**src/rtl/parallel_dev_bridge.sv**
```systemverilog
// Bridge from the internal slave bus to an asynchronous parallel-bus peripheral.
// One bus access becomes BEATS device cycles with programmable setup/strobe/hold/recovery.
module parallel_dev_bridge #(
    parameter int DATA_WIDTH     = 32,
    parameter int DEV_WIDTH      = 8,
    parameter int ADDR_WIDTH     = 2,
    parameter int SETUP_CYC      = 1,
    parameter int STROBE_CYC     = 3,
    parameter int HOLD_CYC       = 1,
    parameter int RECOVER_CYC    = 4,
    parameter int ADDR_INC       = 0,
    parameter int IRQ_ACTIVE_LOW = 0
) (
    input  logic                  clk,
    input  logic                  rst,
    input  logic                  tick,
    input  logic                  bus_read,
    input  logic                  bus_write,
    input  logic                  bus_single,
    input  logic [ADDR_WIDTH-1:0] bus_addr,
    input  logic [DATA_WIDTH-1:0] bus_wdata,
    output logic [DATA_WIDTH-1:0] bus_rdata,
    output logic                  bus_stall,
    output logic                  bus_irq,
    output logic                  dev_cs_n,
    output logic                  dev_rd_n,
    output logic                  dev_wr_n,
    output logic [ADDR_WIDTH-1:0] dev_addr,
    output logic [DEV_WIDTH-1:0]  dev_dout,
    output logic                  dev_oe,
    input  logic [DEV_WIDTH-1:0]  dev_din,
    input  logic                  dev_irq,
    output logic                  dev_rst_n,
    output logic [2:0]            dbg_state
);
    localparam int BEATS = DATA_WIDTH / DEV_WIDTH;
    localparam int BW    = (BEATS > 1) ? $clog2(BEATS) : 1;
    localparam int CW    = 16;
    localparam logic [CW-1:0] SETUP_LAST   = CW'(SETUP_CYC - 1);
    localparam logic [CW-1:0] STROBE_LAST  = CW'(STROBE_CYC - 1);
    localparam logic [CW-1:0] HOLD_LAST    = CW'(HOLD_CYC - 1);
    localparam logic [CW-1:0] RECOVER_LAST = CW'(RECOVER_CYC - 1);

    typedef enum logic [2:0] {IDLE, SETUP, STROBE, HOLD, RECOVER} state_t;

    state_t                state_q, state_d;
    logic [CW-1:0]         cnt_q, cnt_d;
    logic [BW-1:0]         beat_q, beat_d, beat_nx;
    logic                  is_read_q, is_read_d, single_q, single_d;
    logic [ADDR_WIDTH-1:0] base_q, base_d, addr_q, addr_d;
    logic [DATA_WIDTH-1:0] wdata_q, wdata_d, rdata_q, rdata_d;
    logic                  cs_n_q, cs_n_d, rd_n_q, rd_n_d, wr_n_q, wr_n_d;
    logic                  oe_q, oe_d, stall_q, stall_d;
    logic [DEV_WIDTH-1:0]  dout_q, dout_d;
    logic                  irq_meta_q, irq_sync_q;
    logic                  last, start, start_rd;

    always_comb begin
        state_d   = state_q;
        beat_d    = beat_q;
        is_read_d = is_read_q;
        single_d  = single_q;
        base_d    = base_q;
        addr_d    = addr_q;
        wdata_d   = wdata_q;
        rdata_d   = rdata_q;
        cs_n_d    = cs_n_q;
        rd_n_d    = rd_n_q;
        wr_n_d    = wr_n_q;
        oe_d      = oe_q;
        stall_d   = stall_q;
        dout_d    = dout_q;
        start     = 1'b0;
        start_rd  = is_read_q;
        beat_nx   = beat_q + 1'b1;
        case (state_q)
            SETUP:   last = (cnt_q == SETUP_LAST);
            STROBE:  last = (cnt_q == STROBE_LAST);
            HOLD:    last = (cnt_q == HOLD_LAST);
            RECOVER: last = (cnt_q == RECOVER_LAST);
            default: last = 1'b0;
        endcase
        cnt_d = (last || state_q == IDLE) ? '0 : cnt_q + 1'b1;
        case (state_q)
            IDLE: begin
                if (bus_read || bus_write) begin
                    is_read_d = bus_read;
                    single_d  = bus_single;
                    base_d    = bus_addr;
                    addr_d    = bus_addr;
                    wdata_d   = bus_wdata;
                    beat_d    = '0;
                    stall_d   = 1'b1;
                    cs_n_d    = 1'b0;
                    if (!bus_read) begin
                        dout_d = bus_wdata[DEV_WIDTH-1:0];
                        oe_d   = 1'b1;
                    end
                    start    = 1'b1;
                    start_rd = bus_read;
                end
            end
            SETUP: begin
                if (last) begin
                    state_d = STROBE;
                    rd_n_d  = ~is_read_q;
                    wr_n_d  = is_read_q;
                end
            end
            STROBE: begin
                if (last) begin
                    rd_n_d = 1'b1;
                    wr_n_d = 1'b1;
                    if (is_read_q) rdata_d[beat_q*DEV_WIDTH +: DEV_WIDTH] = dev_din;
                    if (HOLD_CYC > 0) begin
                        state_d = HOLD;
                    end else begin
                        state_d = RECOVER;
                        cs_n_d  = 1'b1;
                    end
                end
            end
            HOLD: begin
                if (last) begin
                    state_d = RECOVER;
                    cs_n_d  = 1'b1;
                end
            end
            RECOVER: begin
                // dev_oe survives until here so write data outlives the cs_n rising edge
                if (last) begin
                    if (beat_q < BW'(BEATS - 1) && !single_q) begin
                        beat_d = beat_nx;
                        cs_n_d = 1'b0;
                        if (ADDR_INC != 0) addr_d = base_q + ADDR_WIDTH'(beat_nx);
                        if (!is_read_q) dout_d = wdata_q[beat_nx*DEV_WIDTH +: DEV_WIDTH];
                        start = 1'b1;
                    end else begin
                        stall_d = 1'b0;
                        oe_d    = 1'b0;
                        state_d = IDLE;
                    end
                end
            end
            default: begin
            end
        endcase
        // A zero-length SETUP phase drops the strobe straight away
        if (start) begin
            if (SETUP_CYC > 0) begin
                state_d = SETUP;
            end else begin
                state_d = STROBE;
                rd_n_d  = ~start_rd;
                wr_n_d  = start_rd;
            end
        end
    end

    always_ff @(posedge clk or posedge rst) begin
        if (rst) begin
            state_q   <= IDLE;
            cnt_q     <= '0;
            beat_q    <= '0;
            is_read_q <= 1'b0;
            single_q  <= 1'b0;
            base_q    <= '0;
            addr_q    <= '0;
            wdata_q   <= '0;
            rdata_q   <= '0;
            cs_n_q    <= 1'b1;
            rd_n_q    <= 1'b1;
            wr_n_q    <= 1'b1;
            oe_q      <= 1'b0;
            stall_q   <= 1'b0;
            dout_q    <= '0;
        end else if (tick) begin
            state_q   <= state_d;
            cnt_q     <= cnt_d;
            beat_q    <= beat_d;
            is_read_q <= is_read_d;
            single_q  <= single_d;
            base_q    <= base_d;
            addr_q    <= addr_d;
            wdata_q   <= wdata_d;
            rdata_q   <= rdata_d;
            cs_n_q    <= cs_n_d;
            rd_n_q    <= rd_n_d;
            wr_n_q    <= wr_n_d;
            oe_q      <= oe_d;
            stall_q   <= stall_d;
            dout_q    <= dout_d;
        end
    end

    // Interrupt synchroniser runs on every clk, independent of tick
    always_ff @(posedge clk or posedge rst) begin
        if (rst) begin
            irq_meta_q <= 1'b0;
            irq_sync_q <= 1'b0;
        end else begin
            irq_meta_q <= (IRQ_ACTIVE_LOW != 0) ? ~dev_irq : dev_irq;
            irq_sync_q <= irq_meta_q;
        end
    end

    assign bus_rdata = rdata_q;
    assign bus_stall = stall_q;
    assign bus_irq   = irq_sync_q;
    assign dev_cs_n  = cs_n_q;
    assign dev_rd_n  = rd_n_q;
    assign dev_wr_n  = wr_n_q;
    assign dev_addr  = addr_q;
    assign dev_dout  = dout_q;
    assign dev_oe    = oe_q;
    assign dev_rst_n = 1'b1;
    assign dbg_state = state_q;
endmodule

```
**config.mk**
```make
export PLATFORM = sky130hd
export DESIGN_NAME = parallel_dev_bridge
export DESIGN_NICKNAME = d
export VERILOG_FILES = /design/src/rtl/parallel_dev_bridge.sv
export SDC_FILE = /design/constraint.sdc
export NUM_CORES = 1
export LEC_CHECK = 0
export ABC_AREA = 1
export BUFFER_PORTS_ARGS = -buffer_cell sky130_fd_sc_hd__buf_2
export CORE_ASPECT_RATIO = 1.25
export CORE_MARGIN = 2
export CORE_UTILIZATION = 30
export CTS_BUF_LIST = sky130_fd_sc_hd__clkbuf_2 sky130_fd_sc_hd__clkbuf_4 sky130_fd_sc_hd__clkbuf_8
export DETAILED_ROUTE_END_ITERATION = 6
export PLACE_DENSITY = 0.59
export RECOVER_POWER = 25
export SYNTH_ARGS = -nofsm -noshare
export SYNTH_HDL_FRONTEND = slang
export SYNTH_SLANG_ARGS = --single-unit
```
**constraint.sdc**
```tcl
create_clock -name clk -period 3.8 [get_ports clk]
set_input_delay 0.19 -clock clk [delete_from_list [all_inputs] [get_ports clk]]
set_output_delay 0.19 -clock clk [all_outputs]
set_load 0.01 [all_outputs]
```
# After elaboration in Yosys (flattened, before gate mapping)
# Cells that the tools add are included.
# word_totals
ff_bits	104
word_cells	104
# classes
addsub	3
n_lt_le_gt_ge	1
eq_ne	20
n_shift	3
n_mux	40
n_bitwise	1
reduce_logical	20
# ops
operator	count
8-bit 2-to-1 mux	5
5-bit negation with 34-bit output	1
8-bit by 34-bit variable shift with 32-bit output (first input constant)	1
8-bit by 34-bit indexed part select with 32-bit output	1
32-bit bitwise mux	1
16-bit by 2-bit == test with 1-bit output (second input constant)	2
32-bit by 6-bit indexed part select with 8-bit output	1
3-bit 2-to-1 mux	6
16-bit by 1-bit adder with 16-bit output (second input constant)	1
16-bit zero test	1
16-bit 2-to-1 mux	1
2-bit != test (second input constant)	8
8-bit one-hot mux with 2 select lines	1
3-bit != test (second input constant)	5
1-bit 2-to-1 mux	14
7-bit AND reduction	2
3-bit one-hot mux with 4 select lines	1
6-bit AND reduction	2
1-bit one-hot mux with 2 select lines	5
5-bit AND reduction	2
4-bit AND reduction	2
3-bit by 2-bit == test with 1-bit output (second input constant)	2
2-bit 2-to-1 mux	3
1-bit one-hot mux with 3 select lines	2
16 further kinds	18

# Depth between registers and ports, before layout
# depth
depth_word	7
mapped_depth	14
depth_no_buf	13

# Worst setup path after synthesis
# Ideal clock, no wire load.
# synth_path
path_type	register -> register
start	reg beat_q[0]
end	reg rdata_q[2] (netlist: bus_rdata[2])
setup_time_ns	0.063
arrival_time_ns	1.980
setup_slack_ns	1.756
stages_incl_launch_ff	11
path_buffers	3
period_less_slack_ns	2.044
cell_sequence	dfrtp_1 -> clkbuf_1 -> inv_2 -> ha_1 -> buf_2 -> clkbuf_1 -> nor3b_2 -> nand2_1 -> nand2_1 -> o21ai_0 -> inv_1
# synth_between
elab_chain_len	3
elab_cells_between_ends	4
classes_between	add/sub (1); shift (2); mux (1)
# synth_lines
element	line_no	source
from (decl)	48	logic [BW-1:0] beat_q, beat_d, beat_nx;
from (signal assigned)	180	beat_q <= beat_d;
5-bit negation with 34-bit output (*)	114	if (is_read_q) rdata_d[beat_q*DEV_WIDTH +: DEV_WIDTH] = dev_din;
8-bit by 34-bit indexed part select with 32-bit output or 8-bit by 34-bit variable shift with 32-bit output (tied branches)	114	
32-bit bitwise mux (*)	114	
to (signal assigned)	186	rdata_q <= rdata_d;
to (decl)	51	logic [DATA_WIDTH-1:0] wdata_q, wdata_d, rdata_q, rdata_d;
# Mark *: on every way between the ends. The rest lies on a longest branch, timed or not.
# A chain may end at the register's enable or synchronous reset.

# Final worst setup path
# layout_path
start	reg cnt_q[0]
end	reg cnt_q[13]
# layout_between
elab_chain_len	4
elab_cells_between_ends	7
classes_between	add/sub (1); eq/ne (2); mux (2); reduce/logical (2)
# layout_lines
element	line_no	source
from (decl)	47	logic [CW-1:0] cnt_q, cnt_d;
from (signal assigned)	179	cnt_q <= cnt_d;
parallel branches: the longest is 3 deep, another holds 16-bit by 1-bit adder with 16-bit output	-	
16-bit 2-to-1 mux (*)	83	cnt_d = (last || state_q == IDLE) ? '0 : cnt_q + 1'b1;
# Every way passes the cells marked *.

==> qor.csv <==
stage,metric,value,unit
sta,Setup TNS Final,0,ns
cells_and_area,fill cell count,1855,
place,final weighted congestion in routability-driven placement,0.814,
worst_setup_path,most repeated library cell on the critical path,sky130_fd_sc_hd__nand2_1,
cts,post-cts gate resize count,0,
sta,setup repair after global routing missed its margin,no,
worst_setup_path,element type at the critical path end,flip-flop,
power,Comb power frac,0.437,
power,largest vdd supply drop,0.220,mV
status,status,finished clean,
cts,clock tree from TritonCTS,built,
logic_synthesis,count of yosys warnings during synthesis,0,
power,clock network fraction of total power,0.170,
sta,final cycle utilization of the critical path,0.549,
logic_synthesis,async set-reset flop share out of synthesis,1.00,
worst_setup_path,element type at the critical path start,flip-flop,
global_route,global-route wire length before repair,21700,um
cts,clock edge transition at the registers on the reported setup and hold paths,0.11,ns
logic_synthesis,net count after synthesis,704,
sta,maximum achievable frequency,480,MHz
drt,DRC violation total after the first TritonRoute iteration,162,
power,leak pwr,3.15,nW
global_route,GRT Util Overall,0.148,
drt,post-detailed-route DRC marker count,0,
cts,"Clk Latency, worst-skew pair",0.39,ns
drt,DR pass1 iterations,4,
sta,number of pins with negative max-slew slack in the final report,0,
sta,endpoints failing hold,0,
drt,vias after detailed routing,4418,
cells_and_area,count of nets after finishing,820,
cells_and_area,fraction of the core area covered by cells at the end of the flow,0.366,
sta,number of setup violations in the final report,0,
drt,highest metal layer with signal wires,met4,
drt,post-detailed-routing wire length,13300,um
sta,worst-case clock skew,0.0176,ns
cells_and_area,Area growth syn-to-layout,20.1,%
cts,TritonCTS buffer count,9,
logic_synthesis,number of unique standard cell types used by synthesis,38,
sta,Tmin final,2.08,ns
worst_setup_path,CP Cell Sequence,"inv_1, ha_1, inv_1, nand2_1, nand2_1, nor2_1, nand2_1, nor2_4, nor2_1, nor2_2, nor3_1",
worst_setup_path,largest stage delay on the critical path,0.43,ns
logic_synthesis,number of flops mapped to enable cells by yosys,0,
die,overall die area,18700,sq um
global_route,global route total overflow,0,
global_route,number of global-route vias before repair,4325,
cts,CTS Hold Bufs,27,
worst_setup_path,CP max FO,13,
drt,ANT nets after route,0,
logic_synthesis,Synth Area in XOR/XNOR,0.0166,
die,initial cell density of the core,0.305,
drt,Avg Vias per Cell,4.45,
global_route,antenna violations before repair,0,
die,Die X-Extent,123,um
worst_setup_path,critical-path cell with the highest stage delay,sky130_fd_sc_hd__nor2_2,
cts,number of buffers between clock root and the deepest sink,2,
worst_setup_path,crit path kind,reg -> reg,
drt,wire length on met1,5870,um
power,total power per unit cell area,648,nW/um^2
logic_synthesis,Compound-Gate Fraction of Synth Area,0.103,
cells_and_area,number of diodes,0,
cells_and_area,share of post-route cells with drive strength above 1,0.188,
logic_synthesis,most frequently used flop master after synthesis,sky130_fd_sc_hd__dfrtp_1,
sta,Tightest Pin Transition,0.864,ns
logic_synthesis,simple-gate share of the synthesized area,0.298,
cts,buffers inserted during post-CTS setup optimization,0,
drt,met2 layer wire length in the routed design,6900,um
min_path,min-delay worst type,in -> reg,
power,Reg power frac,0.393,
cts,CTS sink cnt,104,
power,net switching component of the power,1.86,mW
global_route,pin count of the biggest net entering global routing,67,
drt,detailed route wirelength on metal3,351,um
cells_and_area,area taken by multi-input logic gates,2310,sq um
logic_synthesis,main combinational cell family by area after synthesis,simple AND/OR/NAND/NOR gates,
power,cell-internal power,2.25,mW
worst_setup_path,worst endpoint data arrival time,2.34,ns
logic_synthesis,post-synthesis instance area,5290,sq um
logic_synthesis,number of instances in the synthesized netlist,647,
cts,root buf cell,sky130_fd_sc_hd__clkbuf_8,
sta,headroom to the max-slew limit,0.424,
worst_setup_path,Worst Path Required,4.06,ns
cells_and_area,combined flip-flop and latch cell area,2610,sq um
die,number of top-level pins,101,
logic_synthesis,syn_area_per_cell,8.18,sq um
job,number of violations of the max-capacitance limit,0,
die,vertical extent of the die,152,um
place,count of buffers from port buffering,99,
cts,H-Tree Depth,3,
logic_synthesis,synthesized flop and latch total,104,
die,standard-cell rows,54,
power,switching part of the total power,0.452,
place,half-perimeter wire length of the detailed placement result,9370,um
die,core area,17400,sq um
drt,routed length per instance,13.4,um
logic_synthesis,sequential area share after synthesis,0.493,
logic_synthesis,Adder-Cell Fraction of Synth Area,0.0189,
logic_synthesis,portion of netlist area occupied by mux cells,0,
cell type report:
cell class              count  area share
flip-flops and latches    104       0.410
multi-input cells         461       0.364
repair buffers            131       0.117
well taps                 224      0.0441
inverters                  56      0.0343
clock buffers              10      0.0207
clock inverters             6     0.00965
power groups by stage:
stage / registers (mW) / logic (mW) / clock network (mW)
after CTS: 1.62 / 1.85 / 0.727
after floorplan: 1.66 / 1.28 / 0
after global routing: 1.66 / 2.06 / 0.766
final: 1.62 / 1.80 / 0.699
after global placement: 1.64 / 1.81 / 0
after detailed placement: 1.64 / 1.83 / 0
cell families (layout without fill, tap and decap cells):
family          after synthesis  in the layout
compound gates               88             88
simple gates                354            354
other cells                   1              1
fa+ha+maj                     8              8
flops                       104            104
xor+xnor                     10             10
buf+inv                      82            203
flip-flops by register name (all words and copies together) (netlist names), 2 cells and up:
| signal | count |
|---|---|
| bus_rdata | 32 |
| wdata_q | 32 |
| cnt_q | 16 |
| dev_dout | 8 |
| dbg_state | 3 |
| beat_q | 2 |
| dev_addr | 2 |
final timing paths:
check	from	endpoint	slack, ns	cells past startpoint
worst min register to register	irq_meta_q	bus_irq	0.36	0
worst max register to register	cnt_q[0]	cnt_q[13]	1.72	11
worst max-delay path	cnt_q[0]	cnt_q[13]	1.72	11
max in group asynchronous	rst	dev_rd_n	2.40	4
min in group asynchronous	rst	bus_rdata[12]	0.50	3
worst min-delay path	bus_wdata[30]	wdata_q[30]	0.02	3
synth_stat cells (10+ instances only):
master | number | area share
sky130_fd_sc_hd__dfrtp_1 | 101 | 0.48
sky130_fd_sc_hd__o21ai_2 | 26 | 0.043
sky130_fd_sc_hd__nand4_1 | 15 | 0.018
sky130_fd_sc_hd__inv_2 | 10 | 0.0071
sky130_fd_sc_hd__a21oi_1 | 12 | 0.011
sky130_fd_sc_hd__clkbuf_1 | 11 | 0.0078
sky130_fd_sc_hd__nand2_2 | 10 | 0.012
sky130_fd_sc_hd__o21ai_0 | 47 | 0.044
sky130_fd_sc_hd__nand3_1 | 27 | 0.026
sky130_fd_sc_hd__inv_1 | 44 | 0.031
sky130_fd_sc_hd__nand2_1 | 217 | 0.15
sky130_fd_sc_hd__nor2_1 | 54 | 0.038
per-stage QoR:
step                cell area, sq um  total power, mW  hold WS [ns]  worst slack, ns  instances
floorplan                       5290             2.93         0.221            0.883        647
global placement                5950             3.44         0.299             1.75        949
detailed placement              5950             3.47         0.302             1.69        949
CTS                             6410             4.20       0.00180             1.68        992
global route                    6350             4.49        0.0157             1.47        992
finish                          6350             4.12        0.0230             1.72        992
layer usage:
layer / up-vias / track usage
li1: 2276 / -
met1: 2057 / 0.188
met2: 69 / 0.251
met3: 16 / 0.0247
met4: 0 / 0.0520
met5: - / 0
worst max-delay path: cells and delay by family, from the launching register on:
kind | cells | cell delay, ns
buf+inv | 2 | 0.19
fa+ha+maj | 1 | 0.17
flops | 1 | 0.42
simple gates | 8 | 1.18
placed cells by master (no fill, tap or decap), types with 2 or more instances in the layout:
cell and count:
sky130_fd_sc_hd__inv_1 43, sky130_fd_sc_hd__xor2_1 7, sky130_fd_sc_hd__nor2_2 4, sky130_fd_sc_hd__inv_2 10, sky130_fd_sc_hd__dfstp_2 3, sky130_fd_sc_hd__o21ai_2 26, sky130_fd_sc_hd__and3_1 2, sky130_fd_sc_hd__nand4_1 15
sky130_fd_sc_hd__nor3b_1 3, sky130_fd_sc_hd__o21ai_0 47, sky130_fd_sc_hd__or2_2 3, sky130_fd_sc_hd__nand2_1 217, sky130_fd_sc_hd__nor2_1 54, sky130_fd_sc_hd__buf_4 5, sky130_fd_sc_hd__buf_2 53, sky130_fd_sc_hd__clkbuf_8 9
sky130_fd_sc_hd__o21a_1 2, sky130_fd_sc_hd__clkbuf_1 46, sky130_fd_sc_hd__nor2_4 2, sky130_fd_sc_hd__nand2_2 10, sky130_fd_sc_hd__xnor2_1 3, sky130_fd_sc_hd__ha_1 8, sky130_fd_sc_hd__dlygate4sd3_1 27, sky130_fd_sc_hd__a21oi_1 12
sky130_fd_sc_hd__inv_6 4, sky130_fd_sc_hd__nor3_1 6, sky130_fd_sc_hd__nand3_1 27, sky130_fd_sc_hd__dfrtp_1 101, sky130_fd_sc_hd__nand2_4 5
(Power assumes the default switching activity.)
